$ cat src/rtl/seg_pkg.sv
// Shared types and constants for the multiplexed seven-segment scanner.
package seg_pkg;

    localparam logic [7:0]  SEG_BLANK  = 8'hFF;
    localparam logic [3:0]  SEL_OFF    = 4'hF;
    localparam int unsigned SLOT_TICKS = 16;
    localparam int unsigned SLOT_W     = 4;

    typedef enum logic [1:0] {
        GUARD = 2'd0,
        LIT   = 2'd1,
        DARK  = 2'd2
    } scan_state_t;

    typedef logic [1:0] digit_idx_t;

    // Active-low anode select with only the addressed digit pulled low.
    function automatic logic [3:0] one_cold(input digit_idx_t idx);
        return ~(4'b0001 << idx);
    endfunction

endpackage

$ cat src/rtl/seg_scan_ctrl_prescaler.sv
// Divides clk down to a one-cycle scan tick every PRESCALE cycles.
module scan_prescaler #(
    parameter int unsigned PRESCALE = 1563
) (
    input  logic clk,
    input  logic rst,
    output logic tick
);

    localparam int unsigned      CNT_W = 16;
    localparam logic [CNT_W-1:0] LAST  = CNT_W'(PRESCALE - 1);

    logic [CNT_W-1:0] cnt;

    always_ff @(posedge clk or posedge rst) begin
        if (rst) begin
            cnt  <= '0;
            tick <= 1'b0;
        end else if (cnt == LAST) begin
            cnt  <= '0;
            tick <= 1'b1;
        end else begin
            cnt  <= cnt + 1'b1;
            tick <= 1'b0;
        end
    end

endmodule

$ cat src/rtl/seg_scan_ctrl.sv
// Four-digit time-multiplexed LED scanner with a blanking guard tick per slot
// and per-slot brightness (lit tick count) control.
module seg_scan_ctrl
    import seg_pkg::*;
#(
    parameter int unsigned PRESCALE = 1563
) (
    input  logic       clk,
    input  logic       rst,
    input  logic [7:0] digit3,
    input  logic [7:0] digit2,
    input  logic [7:0] digit1,
    input  logic [7:0] digit0,
    input  logic [3:0] digit_en,
    input  logic [3:0] brightness,
    output logic [3:0] LEDSEL,
    output logic [7:0] LEDOUT,
    output logic [1:0] scan_idx,
    output logic       frame_start
);

    logic              tick;
    scan_state_t       state;
    logic [SLOT_W-1:0] slot_cnt;
    logic              running;
    logic [7:0]        pat_lat;
    logic              en_lat;
    logic [3:0]        bright_lat;

    digit_idx_t        next_idx;
    logic [7:0]        next_pat;
    logic              slot_end;

    scan_prescaler #(
        .PRESCALE(PRESCALE)
    ) u_prescaler (
        .clk (clk),
        .rst (rst),
        .tick(tick)
    );

    // Digit for the upcoming slot; the first tick after reset always opens digit 0.
    always_comb begin
        next_idx = running ? digit_idx_t'(scan_idx + 2'd1) : digit_idx_t'(0);
        next_pat = digit0;
        case (next_idx)
            2'd0:    next_pat = digit0;
            2'd1:    next_pat = digit1;
            2'd2:    next_pat = digit2;
            default: next_pat = digit3;
        endcase
        slot_end = !running || (slot_cnt == SLOT_W'(SLOT_TICKS - 1));
    end

    always_ff @(posedge clk or posedge rst) begin
        if (rst) begin
            state       <= GUARD;
            slot_cnt    <= '0;
            scan_idx    <= '0;
            running     <= 1'b0;
            pat_lat     <= '0;
            en_lat      <= 1'b0;
            bright_lat  <= '0;
            LEDSEL      <= SEL_OFF;
            LEDOUT      <= SEG_BLANK;
            frame_start <= 1'b0;
        end else begin
            frame_start <= 1'b0;
            if (tick) begin
                if (slot_end) begin
                    // New slot: blank, snapshot this digit's inputs for the whole slot.
                    running     <= 1'b1;
                    state       <= GUARD;
                    slot_cnt    <= '0;
                    scan_idx    <= next_idx;
                    pat_lat     <= next_pat;
                    en_lat      <= digit_en[next_idx];
                    bright_lat  <= brightness;
                    LEDSEL      <= SEL_OFF;
                    LEDOUT      <= SEG_BLANK;
                    frame_start <= (next_idx == digit_idx_t'(0));
                end else begin
                    slot_cnt <= slot_cnt + 1'b1;
                    unique case (state)
                        GUARD: begin
                            if ((bright_lat != 4'd0) && en_lat) begin
                                state  <= LIT;
                                LEDSEL <= one_cold(scan_idx);
                                LEDOUT <= pat_lat;
                            end else begin
                                state <= DARK;
                            end
                        end
                        LIT: begin
                            // Lit ticks occupy slot_cnt 1..bright_lat.
                            if (slot_cnt == bright_lat) begin
                                state  <= DARK;
                                LEDSEL <= SEL_OFF;
                                LEDOUT <= SEG_BLANK;
                            end
                        end
                        DARK: begin
                            state <= DARK;
                        end
                        default: begin
                            state  <= DARK;
                            LEDSEL <= SEL_OFF;
                            LEDOUT <= SEG_BLANK;
                        end
                    endcase
                end
            end
        end
    end

endmodule

$ cat config.mk
export PLATFORM = sky130hd
export DESIGN_NAME = seg_scan_ctrl
export DESIGN_NICKNAME = d
export VERILOG_FILES = /design/src/rtl/seg_pkg.sv /design/src/rtl/seg_scan_ctrl_prescaler.sv /design/src/rtl/seg_scan_ctrl.sv
export SDC_FILE = /design/constraint.sdc
export NUM_CORES = 1
export LEC_CHECK = 0
export BUFFER_PORTS_ARGS = -buffer_cell sky130_fd_sc_hd__buf_2
export CORE_UTILIZATION = 49
export CTS_CLUSTER_DIAMETER = 100
export DETAILED_ROUTE_END_ITERATION = 10
export GPL_TIMING_DRIVEN = 0
export HOLD_SLACK_MARGIN = 0.08
export PLACE_DENSITY_LB_ADDON = 0.12
export REMOVE_ABC_BUFFERS = 1
export SYNTH_ARGS = -nofsm -noshare
export SYNTH_HDL_FRONTEND = slang
export SYNTH_SLANG_ARGS = --single-unit
$ cat constraint.sdc
create_clock -name clk -period 2.03 [get_ports clk]
set_input_delay 0.203 -clock clk [delete_from_list [all_inputs] [get_ports clk]]
set_output_delay 0.203 -clock clk [all_outputs]
set_load 0.03 [all_outputs]
==> results.cfg <==
[outcome]
status = complete, no violations

[floorplanning]
core_area_um2 = 5200
die-area_um2 = 5810
initial_core_util_pct = 51.9
dieWidth_um = 76.2
num_rows = 26
ios = 57
die_h_um = 76.2

[setup_path]
crit_buf_inv = 1
ff2ff_setup_slack_ps = 90
critical_path.top_delay_family = simple AND/OR/NAND/NOR gates
critPathMaxStageDelay_ps = 560
r2r_end = LEDSEL[1]$_DFFE_PP1P_
ff2ff_path_depth = 5
worstSetupPathType = flop to flop
end_kind = flop
r2r_start = bright_lat[3]$_DFFE_PP0P_
start_kind = flop
cpMaxStageDelayCell = or4_4
critPathMaxFanout = 8
required_ps = 2270
crit_chain = or4_4, a311oi_2, a311oi_4, buf_12, mux2_1
arrival_ps = 2180

[clock_network]
clock_latency_ps = 310
clock_path_buffers = 2
cts_inserted_buffers = 5
h-tree-depth = 2
clkSinkCount = 52
cts_root_buffer = clkbuf_8
cts_tree = built
clkTransAtPathRegs_ps = 100

[detailed_routing]
via_count = 2006
wl_mm = 5.15
drt.antenna.violating_nets = 0
first_pass_iters = 4
drtIter0Drc = 127
vias_per_cell = 5.24
drc = 0
wl_per_cell_um = 13.5

[sta]
finClkSkew_ps = 9.36
fin_crit_ps = 1940
fin_hold_ws_ps = 126
final.setup.tns_ps = 0
fmax_mhz = 515
relSlewSlack_pct = 68.8
fin_ws_ps = 88.9
finalCritPeriodShare_pct = 95.6
rsz0062_at_grt = no
drv_slew = 0
worstMarginPinSlew_ps = 468
setup_viol = 0
hold_violations = 0

[min_path]
hold_depth = 2
min_path_type = primary input to flop
hold_end = bright_lat[0]$_DFFE_PP0P_
holdCritStartpoint = brightness[0]

[job]
max_cap_violations = 0

[synth]
syn_avg_cell_area_um2 = 10.8
ys_async_sr_fraction_pct = 100
yosysSeqAreaShare_pct = 48.8
synth.cell_area_um2 = 2700
netlist_instances = 250
synth_edf_count = 0
synth_cell_types = 46
synth_flop_cell = dfrtp_1
synth_warnings = 0
ys_seq_elements = 52

[pwr]
power_mw = 1.84
leakagePower_nw = 1.47
ir_drop_mv = 0.302
power.density_nw_per_um2 = 561

[global_routing]
grt_pass1_wl_mm = 8.94
gr-usage-all-layers_pct = 19.1
grt_start_max_net_pins = 32
grt-ovfl-total = 0
antenna_found_initial = 0
grt_pass1_vias = 1928

[place]
gp_congestion = 0.754
post-place-ws_ps = -641
dp.cells = 368
placed_area_um2 = 3060
hpwlAfterDp_mm = 3.71
port_buffers = 56

[finish]
finalCoreUtilization_pct = 63.1
drive_above_1_share_pct = 36.7
syn2layout_area_growth_pct = 21.7
antenna_cells = 0
nets = 361
finalInstanceArea_um2 = 3290
finalNonFillerCells = 383
[report_power, final]
group	switching (mW)	leakage (nW)	internal, mW
clock	0.343	0.0541	0.365
combinational	0.0414	0.807	0.0508
sequential	0.00384	0.609	1.04
[cells in the mapped netlist, drive strengths merged, types with 2 or more instances]
| cell type | number | area [um2] |
|---|---|---|
| a21o | 9 | 67.6 |
| a221oi | 9 | 78.8 |
| a311oi | 2 | 30.0 |
| and3 | 6 | 37.5 |
| and4 | 4 | 35.0 |
| buf | 6 | 32.5 |
| clkbuf | 4 | 15.0 |
| dfrtp | 40 | 1000 |
| dfstp | 12 | 315 |
| ha | 7 | 87.6 |
| inv | 25 | 96.4 |
| mux2 | 18 | 210 |
| mux2i | 9 | 90.1 |
| nand2 | 17 | 63.8 |
| nand2b | 3 | 18.8 |
| nand3 | 4 | 20.0 |
| nand4 | 6 | 37.5 |
| nor2 | 18 | 70.1 |
| o21ai | 9 | 45.0 |
| o22ai | 9 | 56.3 |
| or4 | 2 | 18.8 |
| xnor2 | 11 | 96.3 |
| xor2 | 5 | 43.8 |
[cells by family (layout without fill, tap and decap cells)]
family,count (synthesis),after routing,synth area share [%]
flops,52,52,48.8
fa+ha+maj,7,7,3.25
buf+inv,35,98,5.33
mux,27,27,11.1
simple gates,70,70,14.6
compound gates,43,43,11.8
xor+xnor,16,16,5.19
[per-layer routing]
metal	track usage [%]	vias to the layer above	wire length, um
li1	-	1009	-
met1	24.4	935	2440
met4	5.77	0	63
met3	4.43	6	295
met2	32.3	56	2350
met5	0	-	0
[worst max-delay path by stage]
| stage | from | to | cells after the start |
|---|---|---|---|
| after floorplan | slot_cnt[0]$_DFFE_PP0P_ | bright_lat[0]$_DFFE_PP0P_ | 4 |
| after global placement | slot_cnt[0]$_DFFE_PP0P_ | bright_lat[1]$_DFFE_PP0P_ | 4 |
| after detailed placement | slot_cnt[0]$_DFFE_PP0P_ | LEDSEL[1]$_DFFE_PP1P_ | 5 |
| after CTS | u_prescaler.cnt[0]$_DFF_PP0_ | u_prescaler.cnt[10]$_DFF_PP0_ | 6 |
| after global routing | bright_lat[3]$_DFFE_PP0P_ | LEDSEL[2]$_DFFE_PP1P_ | 5 |
| final | bright_lat[3]$_DFFE_PP0P_ | LEDSEL[1]$_DFFE_PP1P_ | 5 |
[area by class of cell]
class                   count  area, um2
clock buffers               5       68.8
clock inverters             3       42.5
fillers                   443       1920
inverters                  25       96.3
multi-input cells         163       1280
flip-flops and latches     52       1320
well taps                  70       87.6
repair buffers             65        395
[placed cells by master (no fill, tap or decap), types with 3 or more instances in the layout]
cell type	count
ha_1	6
mux2_2	14
nand2_1	17
nand3_1	4
a221oi_1	9
dfrtp_1	38
o21ai_0	4
buf_4	4
xor2_1	5
clkbuf_8	5
nor2_1	17
nand4_1	6
dfstp_2	12
o22ai_1	9
buf_2	56
o21ai_1	3
and4_1	4
nand2b_1	3
buf_12	3
a21o_1	9
xnor2_1	11
mux2i_1	9
inv_1	23
and3_1	5
[what timing repair did]
item                                    4_1_cts  5_1_grt
resized for setup                             5        3
pin swaps                                     1        1
buffers inserted                              4        2
gates cloned                                  0        0
hold buffers                                  1        0
endpoints found under the setup margin       22        8
endpoints found under the hold margin        13        0
[state kept, by name, indices dropped and copies added, names as in the netlist]
name and flops:
running 1, state 2, pat_lat 8, scan_idx 2, LEDSEL 4, u_prescaler.cnt 16, u_prescaler.tick 1, frame_start 1
LEDOUT 8, slot_cnt 4, bright_lat 4, en_lat 1
Power figures use the tool's default switching activity.
